**config.mk**
```make
export PLATFORM = sky130hd
export DESIGN_NAME = fft_out_serializer_flat
export DESIGN_NICKNAME = d
export VERILOG_FILES = /design/src/rtl/fft_out_serializer_if.sv /design/src/rtl/fft_out_serializer.sv /design/src/flat_wrapper.sv
export SDC_FILE = /design/constraint.sdc
export NUM_CORES = 2
export LEC_CHECK = 0
export ABC_AREA = 0
export CAP_MARGIN = 20
export CORE_MARGIN = 1.5
export CORE_UTILIZATION = 45
export CTS_BUF_LIST = sky130_fd_sc_hd__clkbuf_4 sky130_fd_sc_hd__clkbuf_8
export DETAILED_ROUTE_END_ITERATION = 8
export GPL_TIMING_DRIVEN = 0
export HOLD_SLACK_MARGIN = 0.02
export PLACE_DENSITY = 0.66
export SLEW_MARGIN = 10
export SYNTH_ARGS = -nofsm -noshare
export SYNTH_HDL_FRONTEND = slang
export SYNTH_SLANG_ARGS = --single-unit
export TNS_END_PERCENT = 5
```
**constraint.sdc**
```tcl
create_clock -name CLK -period 17.8 [get_ports CLK]
set_input_delay 5.34 -clock CLK [delete_from_list [all_inputs] [get_ports CLK]]
set_output_delay 5.34 -clock CLK [all_outputs]
set_load 0.02 [all_outputs]
```
**src/rtl/fft_out_serializer_if.sv**
```systemverilog
// Beat input stream and word output stream of the FFT output serializer.
interface fft_out_serializer_if #(
    parameter int unsigned DW = 64
) ();
    logic          IN_VLD;
    logic          IN_RDY;
    logic [DW-1:0] D0;
    logic [DW-1:0] D1;
    logic [DW-1:0] D2;
    logic [DW-1:0] D3;
    logic [DW-1:0] D4;
    logic [DW-1:0] D5;
    logic [DW-1:0] D6;
    logic [DW-1:0] D7;
    logic          OUT_VLD;
    logic          OUT_RDY;
    logic [DW-1:0] OUT_DATA;
    logic          OUT_LAST;

    // Upstream core plus downstream sink view.
    modport master (
        output IN_VLD, D0, D1, D2, D3, D4, D5, D6, D7, OUT_RDY,
        input  IN_RDY, OUT_VLD, OUT_DATA, OUT_LAST
    );

    // Serializer view.
    modport slave (
        input  IN_VLD, D0, D1, D2, D3, D4, D5, D6, D7, OUT_RDY,
        output IN_RDY, OUT_VLD, OUT_DATA, OUT_LAST
    );
endinterface

```
**src/rtl/fft_out_serializer.sv**
```systemverilog
// Buffers 8-lane FFT result beats and streams them out one word per cycle, framed.
module fft_out_serializer #(
    parameter int unsigned DW          = 64,
    parameter int unsigned DEPTH       = 4,
    parameter int unsigned FRAME_BEATS = 512
) (
    input  logic CLK,
    input  logic RSTn,
    input  logic FRAME_START,
    output logic FRAME_DONE,
    output logic BUSY,
    fft_out_serializer_if.slave bus
);
    localparam int unsigned LANES = 8;
    localparam int unsigned LW    = 3;
    localparam int unsigned AW    = (DEPTH > 1) ? $clog2(DEPTH) : 1;
    localparam int unsigned NW    = AW + 1;
    localparam int unsigned CW    = $clog2(FRAME_BEATS) + 1;

    typedef enum logic [1:0] {
        IDLE  = 2'd0,
        RUN   = 2'd1,
        DRAIN = 2'd2
    } state_t;

    state_t        state;
    logic [AW-1:0] wr_ptr;
    logic [AW-1:0] rd_ptr;
    logic [NW-1:0] count;
    logic [LW-1:0] lane_ptr;
    logic [CW-1:0] in_cnt;
    logic [CW-1:0] out_cnt;
    logic          frame_done_q;

    logic [DW-1:0] mem [DEPTH][LANES];
    logic [DW-1:0] lanes_in [LANES];

    logic in_rdy_c;
    logic push_c;
    logic out_vld_c;
    logic accept_c;
    logic pop_c;
    logic last_c;

    // Handshake decode; everything here depends only on registered state and the two valid/ready inputs.
    always_comb begin
        in_rdy_c  = (state == RUN) && (count != NW'(DEPTH));
        push_c    = bus.IN_VLD && in_rdy_c;
        out_vld_c = (count != NW'(0));
        accept_c  = out_vld_c && bus.OUT_RDY;
        pop_c     = accept_c && (lane_ptr == LW'(LANES - 1));
        last_c    = out_vld_c && (lane_ptr == LW'(LANES - 1))
                    && (out_cnt == CW'(FRAME_BEATS - 1));
    end

    // Gather the lane words into an indexable beat.
    always_comb begin
        lanes_in[0] = bus.D0;
        lanes_in[1] = bus.D1;
        lanes_in[2] = bus.D2;
        lanes_in[3] = bus.D3;
        lanes_in[4] = bus.D4;
        lanes_in[5] = bus.D5;
        lanes_in[6] = bus.D6;
        lanes_in[7] = bus.D7;
    end

    // Output mapping; OUT_DATA is forced to zero whenever nothing is valid.
    always_comb begin
        bus.IN_RDY   = in_rdy_c;
        bus.OUT_VLD  = out_vld_c;
        bus.OUT_DATA = out_vld_c ? mem[rd_ptr][lane_ptr] : '0;
        bus.OUT_LAST = last_c;
        BUSY         = (state != IDLE);
        FRAME_DONE   = frame_done_q;
    end

    // Beat storage; contents need no reset since occupancy is tracked by count.
    always_ff @(posedge CLK) begin
        if (push_c) begin
            for (int k = 0; k < int'(LANES); k++) begin
                mem[wr_ptr][k] <= lanes_in[k];
            end
        end
    end

    // Frame FSM, FIFO pointers and lane/beat counters.
    always_ff @(posedge CLK) begin
        if (!RSTn) begin
            state        <= IDLE;
            wr_ptr       <= '0;
            rd_ptr       <= '0;
            count        <= '0;
            lane_ptr     <= '0;
            in_cnt       <= '0;
            out_cnt      <= '0;
            frame_done_q <= 1'b0;
        end else begin
            frame_done_q <= 1'b0;

            if (push_c) begin
                wr_ptr <= wr_ptr + AW'(1);
                in_cnt <= in_cnt + CW'(1);
            end
            if (pop_c) begin
                rd_ptr  <= rd_ptr + AW'(1);
                out_cnt <= out_cnt + CW'(1);
            end
            if (accept_c) begin
                lane_ptr <= lane_ptr + LW'(1);
            end

            case ({push_c, pop_c})
                2'b10:   count <= count + NW'(1);
                2'b01:   count <= count - NW'(1);
                default: count <= count;
            endcase

            case (state)
                IDLE: begin
                    if (FRAME_START) begin
                        state    <= RUN;
                        in_cnt   <= '0;
                        out_cnt  <= '0;
                        lane_ptr <= '0;
                    end
                end
                RUN: begin
                    if (push_c && (in_cnt == CW'(FRAME_BEATS - 1))) begin
                        state <= DRAIN;
                    end
                end
                DRAIN: begin
                    if (accept_c && last_c) begin
                        state        <= IDLE;
                        frame_done_q <= 1'b1;
                    end
                end
                default: state <= IDLE;
            endcase
        end
    end
endmodule
```
**src/flat_wrapper.sv**
```systemverilog
// flat-port wrapper written by rule: the top's interface ports become plain ports
module fft_out_serializer_flat 
#(
    parameter int unsigned DW          = 64,
    parameter int unsigned DEPTH       = 4,
    parameter int unsigned FRAME_BEATS = 512
)
  (CLK, RSTn, FRAME_START, FRAME_DONE, BUSY, bus_IN_VLD, bus_D0, bus_D1, bus_D2, bus_D3, bus_D4, bus_D5, bus_D6, bus_D7, bus_OUT_RDY, bus_IN_RDY, bus_OUT_VLD, bus_OUT_DATA, bus_OUT_LAST);
  fft_out_serializer_if #(.DW(DW)) bus_i ();
  input  logic CLK;
  input  logic RSTn;
  input  logic FRAME_START;
  output logic FRAME_DONE;
  output logic BUSY;
  input wire logic [$bits(bus_i.IN_VLD)-1:0] bus_IN_VLD;
  input wire logic [$bits(bus_i.D0)-1:0] bus_D0;
  input wire logic [$bits(bus_i.D1)-1:0] bus_D1;
  input wire logic [$bits(bus_i.D2)-1:0] bus_D2;
  input wire logic [$bits(bus_i.D3)-1:0] bus_D3;
  input wire logic [$bits(bus_i.D4)-1:0] bus_D4;
  input wire logic [$bits(bus_i.D5)-1:0] bus_D5;
  input wire logic [$bits(bus_i.D6)-1:0] bus_D6;
  input wire logic [$bits(bus_i.D7)-1:0] bus_D7;
  input wire logic [$bits(bus_i.OUT_RDY)-1:0] bus_OUT_RDY;
  output wire logic [$bits(bus_i.IN_RDY)-1:0] bus_IN_RDY;
  output wire logic [$bits(bus_i.OUT_VLD)-1:0] bus_OUT_VLD;
  output wire logic [$bits(bus_i.OUT_DATA)-1:0] bus_OUT_DATA;
  output wire logic [$bits(bus_i.OUT_LAST)-1:0] bus_OUT_LAST;
  assign bus_i.IN_VLD = bus_IN_VLD;
  assign bus_i.D0 = bus_D0;
  assign bus_i.D1 = bus_D1;
  assign bus_i.D2 = bus_D2;
  assign bus_i.D3 = bus_D3;
  assign bus_i.D4 = bus_D4;
  assign bus_i.D5 = bus_D5;
  assign bus_i.D6 = bus_D6;
  assign bus_i.D7 = bus_D7;
  assign bus_i.OUT_RDY = bus_OUT_RDY;
  assign bus_IN_RDY = bus_i.IN_RDY;
  assign bus_OUT_VLD = bus_i.OUT_VLD;
  assign bus_OUT_DATA = bus_i.OUT_DATA;
  assign bus_OUT_LAST = bus_i.OUT_LAST;
  fft_out_serializer #(.DW(DW), .DEPTH(DEPTH), .FRAME_BEATS(FRAME_BEATS)) u_core (.CLK(CLK), .RSTn(RSTn), .FRAME_START(FRAME_START), .FRAME_DONE(FRAME_DONE), .BUSY(BUSY), .bus(bus_i));
endmodule
```
==> results.sh <==
export IMPL_ys_seq_area_share_pct=78.0
export IMPL_vias=39542
export IMPL_fin_ws_ps=7360
export IMPL_gp_congestion=0.778
export IMPL_area_delta_synth_final_pct=20.9
export IMPL_fin_hold_ws_ps=483
export IMPL_critPathLaunchType="flip-flop"
export IMPL_skew_ps=60.0
export IMPL_synthesis_nets=4040
export IMPL_drive_gt1_share_pct=25.7
export IMPL_final_period_utilization_pct=58.6
export IMPL_fmax_mhz=95.8
export IMPL_num_rows=154
export IMPL_dpl_cell_count=6485
export IMPL_io_buffers=585
export IMPL_nNetsFinal=5031
export IMPL_ir_drop_mv=0.0894
export IMPL_die_y_um=424
export IMPL_design_core_area_um2=176000
export IMPL_ys_ff_latch=2083
export IMPL_drc=0
export IMPL_start_util_pct=45.3
export IMPL_first_global_vias=41377
export IMPL_cts_tree="yes"
export IMPL_antenna_left=0
export IMPL_synth_ff_type="edfxtp_1"
export IMPL_p_per_area_nw_per_um2=103
export IMPL_worst_pin_slew_ps=1120
export IMPL_first_pass_iters=5
export IMPL_hold_viol=0
export IMPL_cts_inserted_buffers=357
export IMPL_stdcell_area_um2=96400
export IMPL_num_io_pins=586
export IMPL_placed_area_um2=89800
export IMPL_synth_area_leader_cell="edfxtp_1"
export IMPL_syn_area_per_cell_um2=22.7
export IMPL_grt_pass1_wl_um=297000
export IMPL_clk_latency_ps=1060
export IMPL_ys_warn_count=0
export IMPL_final_util_pct=54.7
export IMPL_antenna_found_initial=101
export IMPL_dp_hpwl_um=144000
export IMPL_required_ps=12460
export IMPL_cts_root_buf="clkbuf_8"
export IMPL_outcome="complete, no violations"
export IMPL_first_iter_violations=3085
export IMPL_synth_edf_count=2048
export IMPL_synth_most_common_cell="edfxtp_1"
export IMPL_wl_um=212000
export IMPL_maxCapViolCount=0
export IMPL_yosysUniqueCellTypes=51
export IMPL_grt_total_usage_pct=23.5
export IMPL_yosys_area_top_type_share_pct=77.1
export IMPL_die_area_um2=180000
export IMPL_synth_cells=3513
export IMPL_synth_async_sr_flop_share_pct=0
export IMPL_syn_cell_area_um2=79700
export IMPL_synth_area_top_cells="edfxtp_1, mux4_2, mux2i_1"
export IMPL_final_cells=7118
export IMPL_place_ws_ps=8290
export IMPL_cp_arrival_ps=5100
export IMPL_slew_headroom_pct=25.1
export IMPL_fillers=13523
export IMPL_multiInputGateArea_um2=16400
export IMPL_worstPathMaxFanout=10
export IMPL_cts_buffer_depth=4
export IMPL_grt_overflow_total=0
export IMPL_grt_max_degree=52
export IMPL_wl_per_cell_um=29.7
export IMPL_criticalPathCategory="flip-flop to output pin"
export IMPL_seq_area_um2=62200
export IMPL_cts_repair_resized=0
export IMPL_p_leak_uw=0.0298
export IMPL_h_tree_depth=5
export IMPL_rsz0062_at_grt="false"
export IMPL_hold_class="flip-flop to flip-flop"
export IMPL_slew_viol_final=0
export IMPL_avgViaCountPerCell=5.56
export IMPL_die_w_um=424
export IMPL_setup_viol=0
export IMPL_post_route_min_period_ps=10440
export IMPL_cp_end_kind="output pin"
export IMPL_postCtsSetupBuffers=0
export IMPL_clock_sinks=2083
export IMPL_clkTransAtPathRegs_ps=60
export IMPL_synth_common_cells="edfxtp_1, mux4_2, mux2i_1"
export IMPL_cts_hold_buf=0
-- per-stage QoR --
| step | total power [uW] | setup TNS (ps) |
|---|---|---|
| floorplan | 5750 | -821050 |
| global placement | 6020 | - |
| detailed placement | 5970 | 0 |
| CTS | 10000 | 0 |
| global route | 10300 | 0 |
| finish | 9930 | 0 |
-- layout by cell type, fill, tap and decap left out, types with 16 or more instances in the layout --
master and n:
nor3_1 24, o22ai_1 130, mux2_2 26, mux4_2 468, or2_1 38, clkdlybuf4s50_1 585, nor2_1 67, edfxtp_1 2048
clkbuf_1 30, buf_6 16, clkbuf_4 121, buf_4 39, mux2i_1 274, buf_2 84, dfxtp_1 35, diode_2 28
buf_16 42, a21oi_1 18, clkbuf_8 362, clkinv_1 79, nand2_1 39, clkinv_2 27
-- per-layer routing --
layer / vias to the layer above / GRT usage (%) / part of all wire [%]
met4: 86 / 8.67 / 3.0
met5: - / 0 / 0.25
met3: 469 / 6.15 / 7.1
met1: 20614 / 27.9 / 37
li1: 16959 / - / -
met2: 1414 / 41.0 / 53
-- layout make-up --
class                           count  share of cell area [%]
Antenna cell                       28                  0.0727
Buffer                            182                    1.12
Clock buffer                      483                    6.11
Clock inverter                    122                   0.718
Inverter                           10                  0.0389
Multi-Input combinational cell   1238                    17.0
Sequential cell                  2083                    64.5
Tap cell                         2340                    3.04
Timing Repair Buffer              632                    7.37
-- cells by family (layout without fill, tap and decap cells) --
family	after synthesis	in the layout	share of synthesized area, %
XOR/XNOR	22	22	0.242
flip-flops	2083	2083	78.0
adder cells (fa/ha/maj)	10	10	0.166
multiplexers	768	768	17.0
buffers and inverters	192	1429	1.40
AND/OR/NAND/NOR	242	242	1.54
other	0	28	0
AO/OA/AOI/OAI	196	196	1.60
-- worst max-delay path, cell delays in order (launching register included) --
cell	delay, ps
dfxtp_1	520
clkbuf_1	520
or3_1	300
buf_1	840
buf_1	650
o22ai_1	390
or2_1	320
clkdlybuf4s50_1	540
-- flip-flops by register name, summed over array words and instances (netlist names), named ones only --
| name | flops |
|---|---|
| u_core.count | 3 |
| u_core.rd_ptr | 2 |
| u_core.lane_ptr | 3 |
| u_core.mem | 2048 |
| u_core.out_cnt | 10 |
| u_core.in_cnt | 10 |
| u_core.FRAME_DONE | 1 |
| u_core.wr_ptr | 2 |
| u_core.state | 2 |
-- final timing paths --
| kind | start | cells past startpoint | endpoint | slack, ps |
|---|---|---|---|---|
| worst min register to register | u_core.state[1] | 1 | u_core.state[0] | 480 |
| worst min-delay path | u_core.state[1] | 1 | u_core.state[0] | 480 |
| worst max-delay path | u_core.lane_ptr[2] | 7 | bus_OUT_DATA[11] | 7360 |
| worst max register to register | u_core.count[0] | 9 | u_core.mem[2][288] | 14030 |
-- report_power, final --
part	internal [uW]	total (uW)	switching, uW
clock network	2220	4060	1850
registers	5460	5480	14.7
logic	192	391	199
total	7870	9930	2060
Note: power is estimated with default switching activity, not from simulation.
